<file path="src/rtl/fp_mant_mul_seq.sv">
// Sequential WIDTH x WIDTH mantissa multiplier: streams one nibble pair per cycle
// through an external combinational 4x4 multiplier and accumulates the 2*WIDTH product.
module fp_mant_mul_seq #(
  parameter int WIDTH = 24
) (
  input  logic               clk,
  input  logic               rst_n,
  input  logic               start,
  input  logic [WIDTH-1:0]   a,
  input  logic [WIDTH-1:0]   b,
  output logic [3:0]         nib_a,
  output logic [3:0]         nib_b,
  input  logic [7:0]         nib_p,
  output logic               busy,
  output logic               done,
  output logic [2*WIDTH-1:0] p
);

  localparam int NIBS = WIDTH / 4;
  localparam int CW   = (NIBS > 1) ? $clog2(NIBS) : 1;
  localparam int PW   = 2 * WIDTH;
  localparam logic [CW-1:0] LAST = CW'(NIBS - 1);

  typedef enum logic [1:0] {IDLE, RUN, DONE} state_t;

  state_t          state;
  logic [CW-1:0]   i, j;
  logic [WIDTH-1:0] a_r, b_r;
  logic [PW-1:0]   acc;

  logic [CW:0]     nib_sum;
  logic [CW+2:0]   sh;
  logic [PW-1:0]   term;
  logic [PW-1:0]   acc_nxt;
  logic            last_pair;

  // Nibble selects are only live in RUN so the external multiplier sees zeros otherwise.
  always_comb begin
    nib_a = '0;
    nib_b = '0;
    if (state == RUN) begin
      nib_a = a_r[{i, 2'b00} +: 4];
      nib_b = b_r[{j, 2'b00} +: 4];
    end
  end

  // Partial product weight is 16^(i+j); the 2*WIDTH accumulator cannot overflow.
  always_comb begin
    nib_sum   = {1'b0, i} + {1'b0, j};
    sh        = {nib_sum, 2'b00};
    term      = PW'(nib_p) << sh;
    acc_nxt   = acc + term;
    last_pair = (i == LAST) && (j == LAST);
  end

  always_ff @(posedge clk or negedge rst_n) begin
    if (!rst_n) begin
      state <= IDLE;
      i     <= '0;
      j     <= '0;
      a_r   <= '0;
      b_r   <= '0;
      acc   <= '0;
      p     <= '0;
      busy  <= 1'b0;
      done  <= 1'b0;
    end else begin
      case (state)
        IDLE: begin
          done <= 1'b0;
          if (start) begin
            a_r   <= a;
            b_r   <= b;
            acc   <= '0;
            i     <= '0;
            j     <= '0;
            busy  <= 1'b1;
            state <= RUN;
          end
        end
        RUN: begin
          acc <= acc_nxt;
          if (last_pair) begin
            p     <= acc_nxt;
            done  <= 1'b1;
            state <= DONE;
          end else if (j == LAST) begin
            j <= '0;
            i <= i + CW'(1);
          end else begin
            j <= j + CW'(1);
          end
        end
        DONE: begin
          // start is ignored here; the next request is sampled back in IDLE.
          done  <= 1'b0;
          busy  <= 1'b0;
          state <= IDLE;
        end
        default: begin
          done  <= 1'b0;
          busy  <= 1'b0;
          state <= IDLE;
        end
      endcase
    end
  end

endmodule
</file>
<file path="config.mk">
export PLATFORM = sky130hd
export DESIGN_NAME = fp_mant_mul_seq
export DESIGN_NICKNAME = d
export VERILOG_FILES = /design/src/rtl/fp_mant_mul_seq.sv
export SDC_FILE = /design/constraint.sdc
export NUM_CORES = 1
export LEC_CHECK = 0
export CORE_MARGIN = 2
export CORE_UTILIZATION = 45
export DETAILED_ROUTE_END_ITERATION = 16
export GPL_ROUTABILITY_DRIVEN = 0
export GPL_TIMING_DRIVEN = 0
export PLACE_DENSITY_LB_ADDON = 0.1
export SETUP_SLACK_MARGIN = 0.15
export SYNTH_ARGS = -nofsm -noshare
export SYNTH_HDL_FRONTEND = slang
export SYNTH_SLANG_ARGS = --single-unit
</file>
<file path="constraint.sdc">
create_clock -name clk -period 5.7 [get_ports clk]
set_input_delay 1.14 -clock clk [delete_from_list [all_inputs] [get_ports clk]]
set_output_delay 1.14 -clock clk [all_outputs]
set_load 0.01 [all_outputs]
</file>
==> impl_results.md, run 1 <==
- Hold WC Path Type: flip-flop to flip-flop
- Leakage: about 5.2 nW
- Slowest stage delay, CP: approximately 710 ps
- Die height: between 100 and 150 µm
- Area Growth Syn to Fin: 23.0%
- Layout cell share with drive strength beyond 1: about a tenth
- Post-cts hold buffer count: 0
- Setup TNS: 0 ps
- CP delay by family, top: compound AO/OA/AOI/OAI gates
- CP arrival: 5570 ps
- Vias in the first global route: 7550
- Synth area leaders: dfrtp_1, mux2_2, ha_1
- Status: complete, no violations
- Pin count of the biggest net entering global routing: between 90 and 100
- WL/cell: 17.8 µm
- Least-Margin Pin Slew: 1000 ps
- Post-Place Worst Slack: roughly 250 ps
- Synth unique cells: 53
- R2r startpoint: i[1]$_DFFE_PN0P_
- Initial antenna violation count: 2
- Crit path required time: 6030 ps
- Worst Hold Path Cells: 2
- Ports: 117
- # setup viols final: 0
- Final Hold Fails: 0
- Die width: 147 µm
- DR vias/cell: about 5.5
- Avg Cell Area, Syn: between 9 and 10 µm²
- Crit end category: flip-flop
- Clock-pin transition on the worst setup and hold timing paths: 70 ps
- Synth Flop Type: dfrtp_1
- Clock power share: 13.7%
- CTS resizes: 0
- Synth async-reset ratio: 100%
- Cells after synthesis: 972
- Critical path origin: i[1]$_DFFE_PN0P_
- Critical Path Stages: 18
- Remaining global-route overflow: 0
- Number of port buffers: between 100 and 150
- CTS buffer count: 17
- Latest clock arrival within the worst-skew pair: 440 ps
- Crit path time final: 5240 ps
- Layout Skew: 11.3 ps
- Global-route wire length before repair: 39600 µm
- Slowest cell on crit path: fa_1
- Antenna-violating nets left: 0
- CTS Sinks: roughly 150
- Via count: 7712
- Post-route clock period utilization: 91.9%
- Worst path cell trace: clkbuf_2, inv_1, fa_1, nor2b_1, and2_1, a22oi_1, nor2_1, ha_1, buf_2, nand4_1, nor3_1, o2111ai_1, a41oi_2, a31oi_1, o31ai_1, a21oi_1, xnor2_1, mux2_2
- Final net count: 1221
- Unrepaired setup endpoints after global routing: no
- Sequential share of the synthesized area: 41.7%
- Fmax: 0.191 GHz
- Startpoint types: flip-flop
- #FFs+latches synth: 154
- Yosys top cell area share: about two fifths
- Post-CTS setup repair buffer count: 0
- Slew Viols, Final: 0
- Yosys warning total: 0
- Worst reg2reg path depth: 18
- Drt total wl: between 20000 and 25000 µm
- CTS tree: done
- Initial Util: 45.7%
- Rows: between 50 and 60
- CP Max Fanout: 10
- Root buffer cell: clkbuf_16
- Leading area contributor after synthesis: dfrtp_1
- Logic pwr share: 63.5%
- VDD IR max: 0.000325 V
- Pwr dens: 721 nW/µm²
- Total core area: about 20000 µm²
- Reg power frac: a little under a quarter
- Router iterations before antenna repair: 7
- Number of H-tree levels: 4
- Final setup margin: approximately 460 ps
- DRT iter0 DRCs: 580
- Relative slew slack: around a third
- Power Internal: 4.47 mW
- Tot Pwr: 8.20 mW
- Max-Cap Viols: 0
- Post-synth top cells: dfrtp_1, nand2_1, nor2_1
- Number of synthesized flops with an enable pin: 0
- Critical path class: flip-flop to flip-flop
- Syn nets: between 1000 and 1500
- Net Sw Frac: between 40 and 50%
- Overall Global Routing Usage: around a quarter
- DRC Markers: 0
- Worst Hold Launch: p[25]$_DFFE_PN0P_
- CTS Buffer Depth: 2
- Switching pwr: about 3.7 mW
- Dpl hpwl: 18700 µm
- Worst Path Buf+Inv: 3
- Die Area: 21700 µm²
- Netlist area before placement: 9250 µm²
[worst reg2reg max path: stages (launching register included)]
cell and delay [ps]:
dfrtp_1 380, clkbuf_2 270, inv_1 150, fa_1 710, nor2b_1 410, and2_1 230
a22oi_1 80, nor2_1 180, ha_1 150, buf_2 180, nand4_1 160, nor3_1 420
o2111ai_1 350, a41oi_2 330, a31oi_1 260, o31ai_1 330, a21oi_1 120, xnor2_1 150
mux2_2 270
[stage by stage]
stage | util, % | cells | cell area (µm²) | hold slack, ps
floorplan | - | 972 | 9250 | 456
global placement | 53.1 | 1358 | 10700 | 458
detailed placement | 53.3 | 1359 | 10800 | 463
CTS | 56.1 | 1391 | 11400 | 478
global route | 56.2 | 1391 | 11400 | 491
finish | 56.2 | 1393 | 11400 | 471
[placed cells by master, fill, tap and decap left out, types with 20 or more instances in the layout]
master	count
xnor2_1	26
a22o_1	41
a21oi_1	56
nand2_1	154
clkdlybuf4s50_1	115
clkbuf_1	41
nor2_1	95
dfrtp_1	154
xor2_1	20
mux2_2	58
ha_1	52
a21o_1	22
o21ai_0	56
[layer usage]
| layer | GRT usage, % | vias to the layer above | wire, µm |
|---|---|---|---|
| li1 | - | 3754 | - |
| met1 | 31.1 | 3690 | 11100 |
| met2 | 37.9 | 233 | 11500 |
| met3 | 5.87 | 35 | 1560 |
| met4 | 7.64 | 0 | 616 |
| met5 | 0 | - | 0 |
[path summary, 6_finish.rpt]
path,end,slack (ps)
hold / removal,p[25]$_DFFE_PN0P_,470
setup / recovery,p[44]$_DFFE_PN0P_,460
setup reg to reg,p[44]$_DFFE_PN0P_,460
min in group asynchronous,p[10]$_DFFE_PN0P_,620
max in group asynchronous,b_r[9]$_DFFE_PN0P_,4240
hold reg to reg,p[25]$_DFFE_PN0P_,470
[state kept, by name, indices dropped and copies added (netlist names)]
| register | flops |
|---|---|
| a_r | 24 |
| acc | 48 |
| b_r | 24 |
| busy | 1 |
| done | 1 |
| i | 3 |
| j | 3 |
| p | 48 |
| state | 2 |
[cell families after synthesis]
family                     count (synthesis)  share of synthesized area, %
AOI/OAI and AO/OA                        245                          17.8
adders and majority gates                 54                          7.47
xor gates and xnor gates                  46                          4.36
buffers and inverters                     70                          2.99
and+or+nand+nor                          318                          14.7
DFF                                      154                          41.7
muxes                                     85                          11.1
[power by group through the flow]
| stage | sequential [mW] | combinational, mW | clock [mW] |
|---|---|---|---|
| detailed placement | 1.88 | 5.16 | 0 |
| global route | 1.92 | 5.76 | 1.19 |
| finish | 1.87 | 5.21 | 1.12 |
| CTS | 1.87 | 5.18 | 1.14 |
| global placement | 1.88 | 5.07 | 0 |
| floorplan | 1.86 | 3.77 | 0 |
[area by class of cell]
class                           instances  area [µm²]
Antenna cell                            2        5.00
Buffer                                 53         214
Clock buffer                           19         453
Clock inverter                         13         125
Fill cell                            1873        8860
Inverter                               17        63.8
Multi-Input combinational cell        748        5130
Sequential cell                       154        3850
Tap cell                              270         338
Timing Repair Buffer                  117        1190
No activity file was read; power rests on OpenSTA's default activity.
==> run 2: changes to the inputs <==
--- a/config.mk
+++ b/config.mk
@@ -12,6 +12,7 @@
 export GPL_TIMING_DRIVEN = 0
 export PLACE_DENSITY_LB_ADDON = 0.1
 export SETUP_SLACK_MARGIN = 0.15
+export SLEW_MARGIN = 0
 export SYNTH_ARGS = -nofsm -noshare
 export SYNTH_HDL_FRONTEND = slang
 export SYNTH_SLANG_ARGS = --single-unit
==> results of run 2 <==
Same layout as run 1: the final DEF is identical, and so are final timing and power.
